===== src/rtl/div_pkg.sv =====
// rtl/div_pkg.sv - shared width, state type and state constants for seq_divider
//
// Purpose : shared definitions for the iterative divider.
//           DIV_W   operand/result width
//           state_t 6-bit step counter type
//           S_LOAD  operand latch step
//           S_FIX   sign/zero correction step
//           S_DONE  result-ready step (counter saturates here)
package div_pkg;

   localparam int DIV_W = 32;

   typedef logic [5:0] state_t;

   localparam state_t S_LOAD = 6'd0;
   localparam state_t S_FIX  = 6'd33;
   localparam state_t S_DONE = 6'd34;

endpackage


===== src/rtl/div_sign_fix.sv =====
// rtl/div_sign_fix.sv - floor-style sign correction of the raw magnitude quotient/remainder
//
// Purpose : turns the magnitude quotient/remainder into the final result.
//           With SEQ_DIVIDER_SIGNED_EN defined, floor-division sign fixes are applied
//           (remainder takes the divisor's sign). Without it, q0/r0 pass through.
//           A zero divisor always overrides: quot = all ones, rem = original dividend.
// Ports   : q0, r0    magnitude quotient / remainder
//           ay        divisor magnitude
//           neg_x     dividend was negative (signed mode)
//           neg_y     divisor was negative (signed mode)
//           zero      divisor was zero
//           x_lat     original, un-negated dividend
//           quot_n    corrected quotient
//           rem_n     corrected remainder
module div_sign_fix
   import div_pkg::*;
(
   input  logic [DIV_W-1:0] q0,
   input  logic [DIV_W-1:0] r0,
   input  logic [DIV_W-1:0] ay,
   input  logic             neg_x,
   input  logic             neg_y,
   input  logic             zero,
   input  logic [DIV_W-1:0] x_lat,
   output logic [DIV_W-1:0] quot_n,
   output logic [DIV_W-1:0] rem_n
);

`ifndef SEQ_DIVIDER_SIGNED_EN
   logic unused_sign;
   assign unused_sign = ^{ay, neg_x, neg_y};
`endif

   always_comb begin
      quot_n = q0;
      rem_n  = r0;
`ifdef SEQ_DIVIDER_SIGNED_EN
      if (neg_x && neg_y) begin
         rem_n = -r0;
      end else if (neg_x ^ neg_y) begin
         if (r0 == '0) begin
            quot_n = -q0;
            rem_n  = '0;
         end else begin
            // -q0-1 is simply the bitwise complement
            quot_n = ~q0;
            rem_n  = neg_x ? (ay - r0) : (r0 - ay);
         end
      end
`endif
      if (zero) begin
         quot_n = '1;
         rem_n  = x_lat;
      end
   end

endmodule


===== src/rtl/seq_divider.sv =====
// rtl/seq_divider.sv - 34-cycle restoring divider with run/stall handshake
//
// Purpose : one quotient bit per cycle on operand magnitudes, then one
//           correction cycle. Build macro SEQ_DIVIDER_SIGNED_EN enables
//           signed floor-style division selected by op_unsigned = 0.
// Ports   : clk          rising-edge clock
//           rst          synchronous active-high reset
//           run          divide request, held until stall drops
//           op_unsigned  1 = unsigned, 0 = signed floor (sampled at S=0)
//           x, y         dividend / divisor (sampled at S=0)
//           stall        high while a requested divide is not finished
//           quot, rem    result registers, hold between operations
module seq_divider
   import div_pkg::*;
#(
   parameter int W = DIV_W
)
(
   input  logic         clk,
   input  logic         rst,
   input  logic         run,
   input  logic         op_unsigned,
   input  logic [W-1:0] x,
   input  logic [W-1:0] y,
   output logic         stall,
   output logic [W-1:0] quot,
   output logic [W-1:0] rem
);

   state_t           s_q, s_d;
   logic [DIV_W:0]   r_q, r_d;
   logic [DIV_W-1:0] q_q, q_d;
   logic [DIV_W-1:0] ay_q, x_q;
   logic             neg_x_q, neg_y_q, zero_q;
   logic [DIV_W-1:0] quot_q, rem_q;

   logic             sgn;
   logic             neg_x_ld, neg_y_ld;
   logic [DIV_W-1:0] ax_ld, ay_ld;
   logic [DIV_W:0]   t;
   logic [DIV_W-1:0] quot_n, rem_n;

`ifdef SEQ_DIVIDER_SIGNED_EN
   assign sgn = ~op_unsigned;
`else
   logic unused_mode;
   assign unused_mode = op_unsigned;
   assign sgn         = 1'b0;
`endif

   assign neg_x_ld = x[DIV_W-1] & sgn;
   assign neg_y_ld = y[DIV_W-1] & sgn;
   assign ax_ld    = neg_x_ld ? -x : x;
   assign ay_ld    = neg_y_ld ? -y : y;

   // trial subtraction of the shifted partial remainder; t[32] is the borrow
   assign t = {r_q[DIV_W-1:0], q_q[DIV_W-1]} - {1'b0, ay_q};

   always_comb begin
      s_d = s_q;
      if (!run)
         s_d = S_LOAD;
      else if (s_q != S_DONE)
         s_d = s_q + 6'd1;
   end

   always_comb begin
      r_d = r_q;
      q_d = q_q;
      if (!t[DIV_W]) begin
         r_d = t;
         q_d = {q_q[DIV_W-2:0], 1'b1};
      end else begin
         r_d = {r_q[DIV_W-1:0], q_q[DIV_W-1]};
         q_d = {q_q[DIV_W-2:0], 1'b0};
      end
   end

   div_sign_fix u_sign_fix (
      .q0     (q_q),
      .r0     (r_q[DIV_W-1:0]),
      .ay     (ay_q),
      .neg_x  (neg_x_q),
      .neg_y  (neg_y_q),
      .zero   (zero_q),
      .x_lat  (x_q),
      .quot_n (quot_n),
      .rem_n  (rem_n)
   );

   always_ff @(posedge clk) begin
      if (rst) begin
         s_q     <= S_LOAD;
         r_q     <= '0;
         q_q     <= '0;
         ay_q    <= '0;
         x_q     <= '0;
         neg_x_q <= 1'b0;
         neg_y_q <= 1'b0;
         zero_q  <= 1'b0;
         quot_q  <= '0;
         rem_q   <= '0;
      end else begin
         s_q <= s_d;
         if (run) begin
            if (s_q == S_LOAD) begin
               neg_x_q <= neg_x_ld;
               neg_y_q <= neg_y_ld;
               ay_q    <= ay_ld;
               x_q     <= x;
               r_q     <= '0;
               q_q     <= ax_ld;
               zero_q  <= (y == '0);
            end else if (s_q < S_FIX) begin
               r_q <= r_d;
               q_q <= q_d;
            end else if (s_q == S_FIX) begin
               quot_q <= quot_n;
               rem_q  <= rem_n;
            end
         end
      end
   end

   // rst term keeps stall equal to run for the whole reset cycle
   assign stall = run & (rst | (s_q != S_DONE));
   assign quot  = quot_q;
   assign rem   = rem_q;

endmodule

===== config.mk =====
export PLATFORM = sky130hd
export DESIGN_NAME = seq_divider
export DESIGN_NICKNAME = d
export VERILOG_FILES = /design/src/rtl/div_pkg.sv /design/src/rtl/div_sign_fix.sv /design/src/rtl/seq_divider.sv
export SDC_FILE = /design/constraint.sdc
export NUM_CORES = 1
export LEC_CHECK = 0
export BUFFER_PORTS_ARGS = -buffer_cell sky130_fd_sc_hd__buf_2
export CAP_MARGIN = 15
export CORE_ASPECT_RATIO = 1.75
export CORE_UTILIZATION = 50
export CTS_BUF_LIST = sky130_fd_sc_hd__clkbuf_4 sky130_fd_sc_hd__clkbuf_8
export CTS_CLUSTER_SIZE = 12
export DETAILED_ROUTE_END_ITERATION = 10
export GPL_TIMING_DRIVEN = 0
export PLACE_DENSITY = 0.7
export SKIP_CTS_REPAIR_TIMING = 1
export SYNTH_ARGS = -nofsm -noshare
export SYNTH_HDL_FRONTEND = slang
export SYNTH_SLANG_ARGS = --single-unit

===== constraint.sdc =====
create_clock -name clk -period 3.95 [get_ports clk]
set_clock_uncertainty 0.05 [all_clocks]
set_input_delay 0.1975 -clock clk [delete_from_list [all_inputs] [get_ports clk]]
set_output_delay 0.1975 -clock clk [all_outputs]
set_load 0.02 [all_outputs]

[Word-level counts from Yosys, hierarchy flattened]
Cells that the tools add are included.
Cells by class
  add/sub/neg operators: 2
  bitwise logic cells: 5
  mux-type cells: 8
  reduce and logical (&&, ||, !) cells: 7
  magnitude comparators: 1
  equality and inequality tests: 2
Operators by type and width (count)
  32-bit 2-to-1 mux: 7
  33-bit by 32-bit subtractor with 33-bit output: 1
  32-bit logical NOT: 1
  6-bit by 1-bit adder with 6-bit output (second input constant): 1
  6-bit equality test (second input constant): 1
  6-bit logical NOT: 1
  6-bit < comparator (second input constant): 1
  6-bit != test (second input constant): 1
  2-bit AND reduction: 2
  4-bit AND reduction: 1
  1-bit inverter: 3
  2-bit nonzero test: 1
  2-bit OR reduction: 1
  1-bit AND: 1
  1-bit 2-to-1 mux: 1
  1-bit bitwise OR: 1
Storage, ports and cells
  bits in registers: 199
  logic and storage cells: 33
  bits of input ports: 68

[Depth between registers and ports, before layout]
Gate-level depths: netlist of the first run.
  depth after elaboration: 4
  gate-level depth with buffers: 16
  mapped depth without buffers: 14

[By module]
A second synthesis of the first run with hierarchy kept.
Second synthesis, totals
  cell total of the unflattened synthesis: 1303
  area, all modules: 10082.2 um^2
Modules (own cells, without submodules)
  seq_divider: area an instance 9356.5 um^2, cells each 1232, times used 1
  div_sign_fix: area an instance 725.7 um^2, cells each 71, times used 1

[Least setup slack after synthesis of the first run]
OpenSTA, ideal clock, no wires.
  path type: flip-flop to flip-flop
  start point: reg q_q[31]
  end point: reg r_q[21]
  slack: 846 ps
  stages on the path, launching flop included: 16
  period minus slack after synthesis: 3104 ps
  data arrival time: 2926 ps
  setup time: 128 ps
  path through: dfxtp_1 -> inv_1 -> ha_1 -> inv_1 -> fa_1 -> a211oi_2 -> o211ai_2 -> a2111oi_4 -> a211oi_2 -> o21ai_2 -> a21oi_2 -> a311oi_2 -> buf_6 -> buf_12 -> mux2i_1 -> o21ai_1
On the way
  cells in the longest elaborated chain, start to end: 4
Ends and longest elaborated chain
  start, declared: line seq_divider.sv:32  | logic [DIV_W-1:0] q_q, q_d;
  start signal, assigned: line seq_divider.sv:112  | q_q <= ax_ld;
  start signal, assigned: line seq_divider.sv:116  | q_q <= q_d;
  33-bit by 32-bit subtractor with 33-bit output: line seq_divider.sv:57  | assign t = {r_q[DIV_W-1:0], q_q[DIV_W-1]} - {1'b0, ay_q};
  32-bit 2-to-1 mux: line seq_divider.sv:70  | if (!t[DIV_W]) begin
  32-bit 2-to-1 mux: line seq_divider.sv:114  | end else if (s_q < S_FIX) begin
  32-bit 2-to-1 mux: line seq_divider.sv:106  | if (s_q == S_LOAD) begin
  end signal, assigned: line seq_divider.sv:115  | r_q <= r_d;
  end, declared: line seq_divider.sv:31  | logic [DIV_W:0] r_q, r_d;
No other way between the ends. The select of a mux whose other input is x is not followed.
A chain may end at the register's enable or synchronous reset.

[Worst setup path after layout of the first run]
  start point: reg q_q[31]
  end point: reg r_q[12]
Same word-level chain as after synthesis.

==> summary.txt, run 1 <==
GRT
  • Antenna violations before repair: 0
  • Number of global-route vias before repair: 8481
  • First-pass GRT wire length: 41.0 mm
  • GRT overflow: 0
  • Gr usage total: 0.261
  • Largest net degree at the start of global routing: 17

Pwr
  • Lkg Pwr: 4.81 nW
  • Net Sw Power: 0.00118 W
  • Internal cell power: 0.00299 W
  • Sw Ratio: 0.284
  • Comb pwr share: 0.173
  • Max VDD drop: 0.000235 V
  • Power Total: 0.00417 W
  • Clock group share of total power: 0.317
  • Pwr dens: 356 nW/um^2
  • Seq pwr share: 0.509

Logic synthesis
  • Post-synth top flop: dfxtp_1
  • Post-Syn Nets: 1289
  • Synth async-reset ratio: 0
  • Share of the synthesized area in the top cell type: 0.410
  • Post-Syn Instances: 1185
  • Synth warn: 0
  • Number of synthesized register bits: 199
  • Synth area leader: dfxtp_1
  • Sequential-to-total area share from yosys stat: 0.410
  • Avg Cell Area, Syn: 8.21 sq um
  • Area contributors post-synth: dfxtp_1, mux2i_1, nand2_1
  • Syn Std Cell Area: 9720 sq um
  • Yosys cell types: 58
  • EDFF count, synth: 0

Critical path
  • Critical path data arrival time: 4010 ps
  • Crit-path slowest cell: fa_1
  • Required time of the critical path: 4280 ps
  • CP peak stage delay: 440 ps
  • R2r setup slk: 260 ps
  • R2R Path Start: q_q[31]
  • Capturing point of the worst reg2reg path: r_q[12]
  • Critical path startpoint category: flip-flop
  • Max FO, Critical Path: 10
  • Worst-path cell chain: inv_1, ha_1, inv_1, fa_1, a211oi_2, o211ai_2, a2111oi_4, a211oi_2, o21ai_2, a21oi_2, a311oi_2, buf_6, buf_12, mux2i_1, o21ai_1
  • Setup Crit Path Kind: flip-flop to flip-flop
  • CP endpoint kind: flip-flop
  • Reg2reg path depth: 15

Place
  • HPWL after detailed placement: 20.2 mm
  • Routability cong.: 0.889
  • Port bufs: 131

Timing
  • Final setup fails: 0
  • Final Hold Vio Count: 0
  • Tightest Pin Transition: 811 ps
  • Accumulated negative setup slack: 0 ps
  • Max-slew violations: 0
  • Final Cycle Share: 0.933
  • RSZ-0062 raised after global routing: false
  • Max Fclk: 271 MHz
  • Relative slew slack: 0.459
  • Minimum clock period: 3690 ps

Final layout
  • Most frequent cells in the layout: dfxtp_1, nand2_1, buf_2
  • Diode count: 0
  • Share of post-route cells with drive strength above 1: 0.130
  • Layout Area Growth over Synthesis: 20.5%
  • Final core utilization: 0.613
  • Total Nets Final: 1504
  • Most common cell after layout, fill and taps aside: dfxtp_1

Clock network
  • Worst skew pair latency: 490 ps
  • Num CTS Buffers: 17
  • Clk root buf: clkbuf_8
  • Clk buf depth: 2
  • TritonCTS clock tree: yes
  • Clk pin slew, worst setup/hold paths: 100 ps
  • H-tree Lvls: 4
  • CTS Sinks: 199

Floorplan
  • Core ar.: 19100 sq um
  • Die Span Y: 186 um
  • Die ar.: 20000 sq um
  • Die Width: 107 um
  • Rows: 67
  • I/O pin total: 133
  • Initial core utilization: 0.509

Detailed routing
  • Wire per inst: 15.8 um
  • Starting DRC count in detailed routing: 320
  • First drt pass iteration count: 5
  • Antenna Nets Post-Route: 0
  • Drt total wl: 26.1 mm
  • DRC violations left: 0
  • Vias: 8921
  • Vias per inst: 5.40

Worst hold path
  • HP Start: run
  • Hold path cells: 3
  • Hold Crit Endpoint: s_q[0]
  • Min-Delay Path Class: input pin to flip-flop

Job
  • Max Cap Viol: 0

Status
  • Status: complete, no violations
==> power groups by stage <==
stage,Clock (W),Sequential [W],Combinational [W]
2_1_floorplan,0,0.00216,0.000501
3_3_place_gp,0,0.00217,0.000661
3_5_place_dp,0,0.00217,0.000671
4_1_cts,0.00134,0.00212,0.000673
5_1_grt,0.00142,0.00214,0.000797
6_report,0.00132,0.00213,0.000722
==> synthesized netlist by cell type (21+ instances only) <==
library cell    n
dfxtp_1       199
nand2_1       182
nor2_1        124
a21oi_1       101
mux2i_1        84
clkbuf_1       70
nor3_1         68
a211oi_1       66
inv_1          42
ha_1           35
o21ai_0        33
a21o_1         21
==> final cells by class <==
cell class | instances | area, sq um
flip-flops and latches | 199 | 3980
repair buffers | 196 | 1310
plain buffers | 83 | 360
inverters | 42 | 158
well taps | 241 | 302
multi-input cells | 861 | 5220
clock inverters | 12 | 128
clock buffers | 19 | 262
fillers | 1804 | 7390
==> worst max-delay path by stage <==
stage	from	to	slack [ps]	cells past startpoint
2_1_floorplan	q_q[31]	r_q[21]	850	15
3_5_place_dp	q_q[31]	r_q[12]	270	15
6_report	q_q[31]	r_q[12]	260	15
4_1_cts	q_q[31]	r_q[12]	260	15
5_1_grt	q_q[31]	r_q[27]	70	15
3_3_place_gp	q_q[31]	r_q[12]	260	15
==> cell families after synthesis <==
group,after synthesis,share of synthesized area
multiplexers,87,0.0911
flip-flops,199,0.410
adder cells (fa/ha/maj),36,0.0471
AO/OA/AOI/OAI,280,0.184
buffers and inverters,125,0.0533
AND/OR/NAND/NOR,426,0.186
XOR/XNOR,32,0.0288
==> worst max-delay path: cells and delay by family, from the launching register on <==
kind	cells	cell delay, ps
muxes	1	210
buffers and inverters	4	560
AOI/OAI and AO/OA	8	1750
DFF	1	380
adders and majority gates	2	620
==> layer usage <==
layer / up-vias / global-route usage / share of wire
met1: 4126 / 0.280 / 0.40
met3: 63 / 0.0388 / 0.032
li1: 4533 / - / -
met5: - / 0 / 0
met2: 199 / 0.490 / 0.53
met4: 0 / 0.119 / 0.036
==> through the flow <==
step / hold WS (ps) / setup WS (ps) / instance area (sq um) / std cells
2_1_floorplan: 283 / 846 / 9720 / 1185
3_3_place_gp: 391 / 261 / 10700 / 1557
3_5_place_dp: 398 / 270 / 10700 / 1558
4_1_cts: -122 / 259 / 11100 / 1589
5_1_grt: 53.2 / 65.7 / 11700 / 1653
6_report: 45.8 / 263 / 11700 / 1653
==> state kept, by name, summed over array words and instances (netlist names) <==
signal  count
ay_q       32
r_q        32
x_q        32
rem        32
s_q         6
zero_q      1
q_q        32
quot       32
(Power assumes the default switching activity.)
==> inputs of run 2 (changes only) <==
CORE_MARGIN = 3   (was not set)
TNS_END_PERCENT = 100   (was not set)
==> run 2 against run 1 <==
  * Die area is 5.9% higher
  * Clock power is 6% lower
  * Global-route usage fell by 2.1 points
  * First-iteration DRC count increased by 4.7%
  * Via count down 0.86%
  * Combinational power barely moved
  * Sequential share of layout area rose by 0.091 points
  * Count of clock-buffer cells in the layout increased by 1
  * Sequential power about the same
  * Critical endpoint is now r_q[23]
  * Highest routed layer unchanged
==> summary.txt, run 2 (synthesis results as in run 1) <==
Critical path
  • R2R Path Start: q_q[31]
  • CP endpoint kind: flip-flop
  • R2r setup slk: 260 ps (about the same)
  • Setup Crit Path Kind: flip-flop to flip-flop
  • Reg2reg path depth: 15 (unchanged)
  • Max FO, Critical Path: 10 (unchanged)
  • Required time of the critical path: 4270 ps (about the same)
  • Critical path startpoint category: flip-flop
  • Capturing point of the worst reg2reg path: r_q[23]
  • Critical path data arrival time: 4010 ps (about the same)

Place
  • Routability cong.: 0.926 (+4.2%)
  • Placed Instances: 1555 (-0.19%)
  • Port bufs: 131 (unchanged)
  • HPWL after detailed placement: 20.5 mm (+1.3%)

Floorplan
  • Core ar.: 18800 sq um (-1.5%)
  • Die Span Y: 190 um (+2.1%)
  • Rows: 66 (-1.5%)
  • I/O pin total: 133 (unchanged)
  • Die ar.: 21200 sq um (+5.9%)
  • Die Width: 111 um (+3.7%)
  • Initial core utilization: 0.516 (+0.00771)

Worst hold path
  • HP Start: run
  • Min-Delay Path Class: input pin to flip-flop
  • Hold path cells: 3 (unchanged)
  • Hold Crit Endpoint: s_q[1]

Timing
  • Final Hold Vio Count: 0 (unchanged)
  • Final Cycle Share: 0.935 (+0.00199)
  • Tightest Pin Transition: 847 ps (+35.6 ps)
  • Final setup fails: 0 (unchanged)
  • Relative slew slack: 0.433 (-0.0258)
  • Max-slew violations: 0 (unchanged)
  • RSZ-0062 raised after global routing: false
  • Max Fclk: 271 MHz (-0.21%)
  • Minimum clock period: 3690 ps (+7.86 ps)
  • Accumulated negative setup slack: 0 ps (unchanged)

Clock network
  • Worst skew pair latency: 470 ps (-20 ps)
  • H-tree Lvls: 4 (unchanged)
  • TritonCTS clock tree: yes
  • Clk buf depth: 2 (unchanged)
  • Clk root buf: clkbuf_8
  • CTS Sinks: 199 (unchanged)
  • Num CTS Buffers: 17 (unchanged)
  • Clk pin slew, worst setup/hold paths: 100 ps (about the same)

Final layout
  • Most frequent cells in the layout: dfxtp_1, nand2_1, buf_2
  • Final instance count without filler cells: 1650 (-0.18%)
  • Diode count: 0 (unchanged)
  • Share of post-route cells with drive strength above 1: 0.130 (unchanged)
  • Layout Area Growth over Synthesis: 20.2%
  • Total Nets Final: 1504 (unchanged)
  • Most common cell after layout, fill and taps aside: dfxtp_1

GRT
  • Largest net degree at the start of global routing: 17 (unchanged)
  • Number of global-route vias before repair: 8615 (+1.6%)
  • First-pass GRT wire length: 41.4 mm (+0.93%)
  • Gr usage total: 0.240 (-0.0212)
  • GRT overflow: 0 (unchanged)
  • Antenna violations before repair: 0 (unchanged)

Status
  • Status: complete, no violations

Detailed routing
  • Vias: 8844 (-0.86%)
  • Wire per inst: 15.8 um (-0.11%)
  • Antenna Nets Post-Route: 0 (unchanged)
  • DRC violations left: 0 (unchanged)
  • First drt pass iteration count: 4 (-1)
  • Vias per inst: 5.36 (-0.68%)
  • Drt total wl: 26.0 mm (-0.29%)
  • Starting DRC count in detailed routing: 335 (+4.7%)

Pwr
  • Pwr dens: 350 nW/um^2 (-1.7%)
  • Power Total: 0.00409 W (-2.0%)
  • Max VDD drop: 0.000235 V (about the same)
  • Lkg Pwr: 4.78 nW (-0.55%)

Job
  • Max Cap Viol: 0 (unchanged)
[run 2: changes by cell type in the layout (fill, tap and decap cells not counted), sizes merged]
| cell | before | now |
|---|---|---|
| inv | 43 | 42 |
| bufinv | 2 | 1 |
| clkinvlp | 1 | 5 |
| buf | 144 | 145 |
| clkdlybuf4s18 | 1 | 0 |
| clkinv | 8 | 5 |
| clkbuf | 89 | 90 |
[run 2: per-layer routing]
metal	wire length [um]	GRT usage	up-vias	share of wire
li1	-	-	4539	-
met1	10600	0.260	4071	0.41
met2	13800	0.459	178	0.53
met3	768	0.0337	56	0.029
met4	862	0.102	0	0.033
met5	0	0	-	0
[run 2: through the flow]
stage                     setup slack [ps]  cell area [sq um]   util  hold slack (ps)
after floorplan                        846               9720      -              283
after global placement                 279              10700  0.567              392
after detailed placement               226              10700  0.567              398
after CTS                              229              11000  0.587             -109
after global routing                  21.6              11700  0.621              108
final                                  255              11700  0.621              105
[run 2: layout make-up]
cell class / instances / area, sq um
Fill cell: 1740 / 7140
Multi-Input combinational cell: 861 / 5220
Sequential cell: 199 / 3980
Timing Repair Buffer: 196 / 1300
Buffer: 83 / 360
Tap cell: 238 / 298
Clock buffer: 20 / 263
Inverter: 42 / 158
Clock inverter: 11 / 104
[run 2: worst max-delay path by stage]
stage                   end  startpoint  slack (ps)
floorplan           r_q[21]     q_q[31]         850
detailed placement  r_q[23]     q_q[31]         230
global placement    r_q[12]     q_q[31]         280
CTS                 r_q[23]     q_q[31]         230
finish              r_q[23]     q_q[31]         260
global route        r_q[26]     q_q[31]          20
[run 2: power by group]
group / leakage (nW) / internal, W / total, W / switching, W
Combinational: 2.99 / 0.000321 / 0.000719 / 0.000398
Sequential: 1.62 / 0.00208 / 0.00213 / 0.0000494
Clock: 0.174 / 0.000526 / 0.00124 / 0.000718
Total: 4.78 / 0.00292 / 0.00409 / 0.00117
[run 2: worst max-delay path, cell delays in order (launching register included)]
cell	delay, ps
dfxtp_1	380
inv_1	80
ha_1	180
inv_1	60
fa_1	450
a211oi_2	280
o211ai_2	150
a2111oi_4	430
a211oi_2	110
o21ai_2	220
a21oi_2	100
a311oi_2	370
buf_6	250
buf_4	200
a2bb2oi_1	190
o21ai_1	90
